===== config.mk =====
export PLATFORM = sky130hd
export DESIGN_NAME = dot_matrix_scan_driver_flat
export DESIGN_NICKNAME = d
export VERILOG_FILES = /design/src/rtl/dot_matrix_scan_if.sv /design/src/rtl/dot_matrix_scan_driver.sv /design/src/flat_wrapper.sv
export SDC_FILE = /design/constraint.sdc
export NUM_CORES = 1
export LEC_CHECK = 0
export BUFFER_PORTS_ARGS = -buffer_cell sky130_fd_sc_hd__buf_2
export CAP_MARGIN = 0
export CORE_UTILIZATION = 60
export DETAILED_ROUTE_END_ITERATION = 10
export PLACE_DENSITY_LB_ADDON = 0.12
export SLEW_MARGIN = 10
export SYNTH_ARGS = -nofsm -noshare
export SYNTH_HDL_FRONTEND = slang
export SYNTH_SLANG_ARGS = --single-unit

===== constraint.sdc =====
create_clock -name clk -period 2.8 [get_ports clk]
set_input_delay 0.56 -clock clk [delete_from_list [all_inputs] [get_ports clk]]
set_output_delay 0.56 -clock clk [all_outputs]
set_load 0.005 [all_outputs]

===== src/rtl/dot_matrix_scan_if.sv =====
// Host-side bus of the dot-matrix scan driver: code loading, scan control and LED drive outputs.
interface dot_matrix_scan_if #(
  parameter int unsigned NUM_DIGITS = 4,
  parameter int unsigned BRIGHT_W   = 3
);
  logic                    enable;
  logic [4*NUM_DIGITS-1:0] codes_in;
  logic                    load;
  logic [BRIGHT_W-1:0]     brightness;
  logic                    pending;
  logic [4:0]              row_en;
  logic [3*NUM_DIGITS-1:0] col_data;
  logic                    frame_start;

  modport master (
    output enable, codes_in, load, brightness,
    input  pending, row_en, col_data, frame_start
  );

  modport slave (
    input  enable, codes_in, load, brightness,
    output pending, row_en, col_data, frame_start
  );
endinterface


===== src/rtl/dot_matrix_scan_driver.sv =====
// Row-multiplexed 3x5 dot-matrix driver for NUM_DIGITS character cells with PWM
// brightness and frame-aligned, double-buffered code updates.
module dot_matrix_scan_driver #(
  parameter int unsigned NUM_DIGITS = 4,
  parameter int unsigned ROW_HOLD   = 1024,
  parameter int unsigned BRIGHT_W   = 3
) (
  input logic              clk,
  input logic              rst_n,
  dot_matrix_scan_if.slave bus
);
  localparam int unsigned HOLD_W   = (ROW_HOLD > 1) ? $clog2(ROW_HOLD) : 1;
  localparam int unsigned CODE_W   = 4 * NUM_DIGITS;
  localparam int unsigned COL_W    = 3 * NUM_DIGITS;
  localparam logic [2:0]  ROW_LAST = 3'd4;

  logic [HOLD_W-1:0]   hold_cnt;
  logic [2:0]          row_cnt;
  logic [BRIGHT_W-1:0] pwm_cnt;
  logic [CODE_W-1:0]   active;
  logic [CODE_W-1:0]   pending_buf;
  logic                pending_q;
  logic [4:0]          row_en_q;
  logic [COL_W-1:0]    col_data_q;
  logic                frame_start_q;

  logic                hold_end_c;
  logic                boundary_c;
  logic                commit_c;
  logic                lit_c;
  logic [4:0]          row_sel_c;
  logic [COL_W-1:0]    col_c;

  // Glyph ROM: 15 bits, row0..row4 from MSB, each row left..right.
  function automatic logic [14:0] glyph(input logic [3:0] code);
    case (code)
      4'd0:  glyph = 15'b111_101_101_101_111;
      4'd1:  glyph = 15'b010_110_010_010_111;
      4'd2:  glyph = 15'b111_001_111_100_111;
      4'd3:  glyph = 15'b111_001_111_001_111;
      4'd4:  glyph = 15'b101_101_111_001_001;
      4'd5:  glyph = 15'b111_100_111_001_111;
      4'd6:  glyph = 15'b111_100_111_101_111;
      4'd7:  glyph = 15'b111_001_001_001_001;
      4'd8:  glyph = 15'b111_101_111_101_111;
      4'd9:  glyph = 15'b111_101_111_001_111;
      4'd10: glyph = 15'b000_000_000_000_010;
      4'd11: glyph = 15'b000_010_111_010_000;
      4'd12: glyph = 15'b000_000_111_000_000;
      4'd13: glyph = 15'b000_101_010_101_000;
      4'd14: glyph = 15'b000_000_010_000_000;
      4'd15: glyph = 15'b000_000_000_000_111;
    endcase
  endfunction

  function automatic logic [2:0] glyph_row(input logic [14:0] g, input logic [2:0] r);
    case (r)
      3'd0:    glyph_row = g[14:12];
      3'd1:    glyph_row = g[11:9];
      3'd2:    glyph_row = g[8:6];
      3'd3:    glyph_row = g[5:3];
      default: glyph_row = g[2:0];
    endcase
  endfunction

  // Scan position decode and column pattern for the current row.
  always_comb begin
    hold_end_c = (hold_cnt == HOLD_W'(ROW_HOLD - 1));
    boundary_c = hold_end_c && (row_cnt == ROW_LAST);
    commit_c   = pending_q && (boundary_c || !bus.enable);
    lit_c      = bus.enable && (pwm_cnt <= bus.brightness);
    row_sel_c  = 5'd1 << row_cnt;
    col_c      = '0;
    for (int d = 0; d < NUM_DIGITS; d++) begin
      col_c[3*d +: 3] = glyph_row(glyph(active[4*d +: 4]), row_cnt);
    end
  end

  // Scan counters; parked at zero while disabled so re-enable restarts at row 0.
  always_ff @(posedge clk or negedge rst_n) begin
    if (!rst_n) begin
      hold_cnt <= '0;
      row_cnt  <= '0;
      pwm_cnt  <= '0;
    end else if (!bus.enable) begin
      hold_cnt <= '0;
      row_cnt  <= '0;
      pwm_cnt  <= '0;
    end else if (hold_end_c) begin
      hold_cnt <= '0;
      pwm_cnt  <= '0;
      row_cnt  <= (row_cnt == ROW_LAST) ? 3'd0 : row_cnt + 3'd1;
    end else begin
      hold_cnt <= hold_cnt + HOLD_W'(1);
      pwm_cnt  <= pwm_cnt + BRIGHT_W'(1);
    end
  end

  // Double buffer: a load landing on a commit cycle stays pending for the next frame.
  always_ff @(posedge clk or negedge rst_n) begin
    if (!rst_n) begin
      active      <= '0;
      pending_buf <= '0;
      pending_q   <= 1'b0;
    end else begin
      if (commit_c) begin
        active <= pending_buf;
      end
      if (bus.load) begin
        pending_buf <= bus.codes_in;
        pending_q   <= 1'b1;
      end else if (commit_c) begin
        pending_q   <= 1'b0;
      end
    end
  end

  always_ff @(posedge clk or negedge rst_n) begin
    if (!rst_n) begin
      row_en_q      <= '0;
      col_data_q    <= '0;
      frame_start_q <= 1'b0;
    end else begin
      row_en_q      <= lit_c ? row_sel_c : 5'd0;
      col_data_q    <= lit_c ? col_c : '0;
      frame_start_q <= bus.enable && (hold_cnt == '0) && (row_cnt == 3'd0);
    end
  end

  assign bus.row_en      = row_en_q;
  assign bus.col_data    = col_data_q;
  assign bus.frame_start = frame_start_q;
  assign bus.pending     = pending_q;
endmodule


===== src/flat_wrapper.sv =====
// flat-port wrapper written by rule: the top's interface ports become plain ports
module dot_matrix_scan_driver_flat 
#(
  parameter int unsigned NUM_DIGITS = 4,
  parameter int unsigned ROW_HOLD   = 1024,
  parameter int unsigned BRIGHT_W   = 3
)
  (clk, rst_n, bus_enable, bus_codes_in, bus_load, bus_brightness, bus_pending, bus_row_en, bus_col_data, bus_frame_start);
  dot_matrix_scan_if #(.NUM_DIGITS(NUM_DIGITS), .BRIGHT_W(BRIGHT_W)) bus_i ();
  input logic clk;
  input logic rst_n;
  input wire logic [$bits(bus_i.enable)-1:0] bus_enable;
  input wire logic [$bits(bus_i.codes_in)-1:0] bus_codes_in;
  input wire logic [$bits(bus_i.load)-1:0] bus_load;
  input wire logic [$bits(bus_i.brightness)-1:0] bus_brightness;
  output wire logic [$bits(bus_i.pending)-1:0] bus_pending;
  output wire logic [$bits(bus_i.row_en)-1:0] bus_row_en;
  output wire logic [$bits(bus_i.col_data)-1:0] bus_col_data;
  output wire logic [$bits(bus_i.frame_start)-1:0] bus_frame_start;
  assign bus_i.enable = bus_enable;
  assign bus_i.codes_in = bus_codes_in;
  assign bus_i.load = bus_load;
  assign bus_i.brightness = bus_brightness;
  assign bus_pending = bus_i.pending;
  assign bus_row_en = bus_i.row_en;
  assign bus_col_data = bus_i.col_data;
  assign bus_frame_start = bus_i.frame_start;
  dot_matrix_scan_driver #(.NUM_DIGITS(NUM_DIGITS), .ROW_HOLD(ROW_HOLD), .BRIGHT_W(BRIGHT_W)) u_core (.clk(clk), .rst_n(rst_n), .bus(bus_i));
endmodule

==> summary.txt <==
Floorplan
  • Num rows: 30
  • Core ar.: 0.00687 mm2
  • Initial Util: 0.630
  • Die Span X: 86.9 um
  • I/O pin total: 42
  • Die Height: 86.9 um
  • Die Area: 0.00756 mm2

Global route
  • Largest net degree at the start of global routing: 40
  • First-pass GRT wire length: 15000 um
  • Total global routing overflow: 0
  • Vias in the first global route: 3185
  • Overall global routing resource usage: 0.260
  • Initial antenna violation count: 0

Layout
  • N_diodes: 0
  • Final std cells w/o fill: 572
  • Fin nets: 537
  • Post-route cell area: 0.00477 mm2
  • Fraction of final layout cells sized beyond drive strength 1: 0.218
  • Syn-to-layout area delta: 10.2%

Detailed routing
  • DR vias/cell: 5.76
  • Iteration-0 DRC Markers: 246
  • Drt pass-1 iters: 5
  • DRC viols: 0
  • Wire length per cell: 15.7 um
  • Detail Route Antenna Nets: 0
  • Via count: 3296
  • Post-Route WL: 8960 um

Power and ir drop
  • IR Drop Worst-Case VDD: 0.461 mV
  • Clock power share: 0.315
  • Flop pwr share: 0.432
  • Power Density: 609 mW/mm2
  • Pleak: 2.28 nW
  • Switching pwr: 932 uW
  • Combinational Power Share: 0.253
  • Sw Ratio: 0.321
  • Int Power: 1.97 mW

Synthesis
  • Cell area after synthesis: 0.00433 mm2
  • Synth area leader: dfrtp_1
  • Top_reg_cell synth: dfrtp_1
  • Mean Syn Cell Area: 9.97 um2
  • Synth Warn #: 0
  • Yosys top cell area share: 0.388
  • Synth area leaders: dfrtp_1, ha_1, mux2_2, nor2_1, mux2_4
  • Cells after Synth: 434
  • Async set-reset flop share out of synthesis: 1.00
  • Syn Nets: 500
  • Post-synth cell types: 53
  • Seq cells post-synth: 67
  • Seq/Total Area, Yosys: 0.388
  • EDFF count, synth: 0

Clocking
  • TritonCTS buffer count: 9
  • Clock root cell: clkbuf_8
  • Clk_lat worst skew: 0.34 ns
  • Clk slew on worst S/H paths: 0.08 ns
  • Clk sinks: 67
  • CTS H-tree lvls: 3
  • Cts hold-fix bufs: 0
  • CTS resizes: 0
  • Post-CTS Repair Setup Buffers: 0
  • CTS tree: built
  • CTS Buffer Depth: 2

Place
  • Cells after DPL: 556
  • Pre-CTS WS: 0.529 ns
  • Routability cong.: 0.879
  • HPWL Detailed: 6300 um
  • Buffers on Ports: 41
  • DP Area: 0.00454 mm2

Critical path
  • Startpoint Class: register
  • R2R depth: 7
  • WP data required: 3.04 ns
  • Reg2reg start: u_core.row_cnt[0]
  • RR Endpoint: u_core.bus.col_data[2]
  • Crit end category: register
  • Worst-path fanout max: 8
  • Crit Path Class: register to register
  • WP data arrival: 2.52 ns
  • R2r setup slk: 0.52 ns

STA
  • Final setup fails: 0
  • Final Hold Viols: 0
  • Layout Skew: 0.0117 ns
  • Pins Over Slew Limit: 0
  • Setup TNS: 0 ns
  • Final worst setup slack: 0.520 ns
  • Worst slew pin tran: 0.886 ns
  • FMAX: 439 MHz
  • Period utilisation layout: 0.814
  • Max_slew headroom: 0.403
  • RSZ-0062 raised after global routing: false
  • Final min period: 2.28 ns

Status
  • Status: complete, no violations

Hold path
  • Hold Crit Class: input pin to async pin

Flow run
  • Maxcap violations: 0
[flip-flops by register name (all words and copies together), names as in the netlist]
name	flops
u_core.bus.row_en	5
u_core.bus.pending	1
u_core.pwm_cnt	3
u_core.bus.col_data	12
u_core.hold_cnt	10
u_core.row_cnt	3
u_core.pending_buf	16
u_core.active	16
u_core.bus.frame_start	1
[power by group through the flow]
stage,clock (mW),combinational (mW),sequential (mW)
floorplan,0,0.638,1.18
global placement,0,0.700,1.27
detailed placement,0,0.720,1.27
CTS,0.941,0.726,1.25
global route,0.980,0.822,1.28
finish,0.916,0.734,1.25
[critical path: stages (launching register included)]
cell and delay (ns):
dfrtp_1 0.42, inv_1 0.12, ha_1 0.26, nor3_1 0.09
o21ai_0 0.70, buf_4 0.28, a21oi_1 0.05, a311oi_1 0.26
[kinds of logic after synthesis]
logic type / after synthesis / share of synthesized area
flip-flops: 67 / 0.388
AND/OR/NAND/NOR: 125 / 0.147
multiplexers: 43 / 0.118
buffers and inverters: 50 / 0.0625
AO/OA/AOI/OAI: 97 / 0.142
adder cells (fa/ha/maj): 43 / 0.124
XOR/XNOR: 9 / 0.0182
[Yosys cell counts, types with 5 or more instances]
library cell,count
inv_1,31
and3_2,5
clkbuf_1,6
nand3_1,12
a211oi_1,6
nand2b_1,5
a21oi_1,29
o21ai_0,25
nor3_1,9
xnor2_1,5
mux2_2,24
mux2i_1,9
nand2_1,19
dfrtp_1,67
a31oi_1,6
ha_1,43
nor2b_1,8
nor2_1,44
mux2_4,10
clkbuf_8,6
[stage by stage]
stage / hold WS (ns) / utilization / total power [mW]
4_1_cts: 0.248 / 0.694 / 2.92
3_3_place_gp: 0.451 / 0.661 / 1.97
2_1_floorplan: 0.264 / - / 1.81
6_report: 0.238 / 0.694 / 2.90
5_1_grt: 0.295 / 0.694 / 3.08
3_5_place_dp: 0.461 / 0.661 / 1.99
[layer usage]
layer | wire (um) | vias to the layer above | global-route usage
met5 | 0 | - | 0
met4 | 74 | 0 | 0.0833
met3 | 416 | 11 | 0.0645
met2 | 4400 | 103 | 0.433
met1 | 4070 | 1581 | 0.332
li1 | - | 1601 | -
[cells in the final DEF (no fill, tap or decap), types with 4 or more instances in the layout]
cell / n
nor2_1: 44
clkbuf_8: 11
buf_2: 41
dfrtp_1: 67
nor2b_1: 8
a311oi_1: 4
nand2b_1: 5
or3_1: 4
nor3_1: 9
xnor2_1: 5
nand2_1: 19
xor2_1: 4
a21oi_1: 29
nand3_1: 12
a221oi_1: 4
and3_2: 5
mux2_4: 10
o21ai_0: 25
a211oi_1: 6
ha_1: 43
inv_1: 31
a31oi_1: 6
mux2_2: 24
mux2i_1: 9
[worst max-delay path by stage]
stage | end | depth (start not counted) | startpoint | slack, ns
after global placement | u_core.bus.col_data[3] | 8 | bus_brightness[1] | 0.56
after floorplan | u_core.bus.col_data[1] | 8 | bus_brightness[1] | 0.88
after detailed placement | u_core.bus.col_data[9] | 8 | bus_brightness[1] | 0.53
final | u_core.bus.col_data[2] | 7 | u_core.row_cnt[0] | 0.52
after global routing | u_core.bus.col_data[0] | 7 | u_core.row_cnt[0] | 0.31
after CTS | u_core.bus.col_data[2] | 7 | u_core.row_cnt[0] | 0.51
[area by class of cell]
class / instances / area, um2
multi-input combinational: 317 / 2380
fill: 532 / 2100
sequential: 67 / 1680
timing repair buffer: 45 / 248
clock buffer: 12 / 155
tap: 96 / 120
inverter: 31 / 116
clock inverter: 4 / 72.6
No activity file was read; power rests on OpenSTA's default activity.
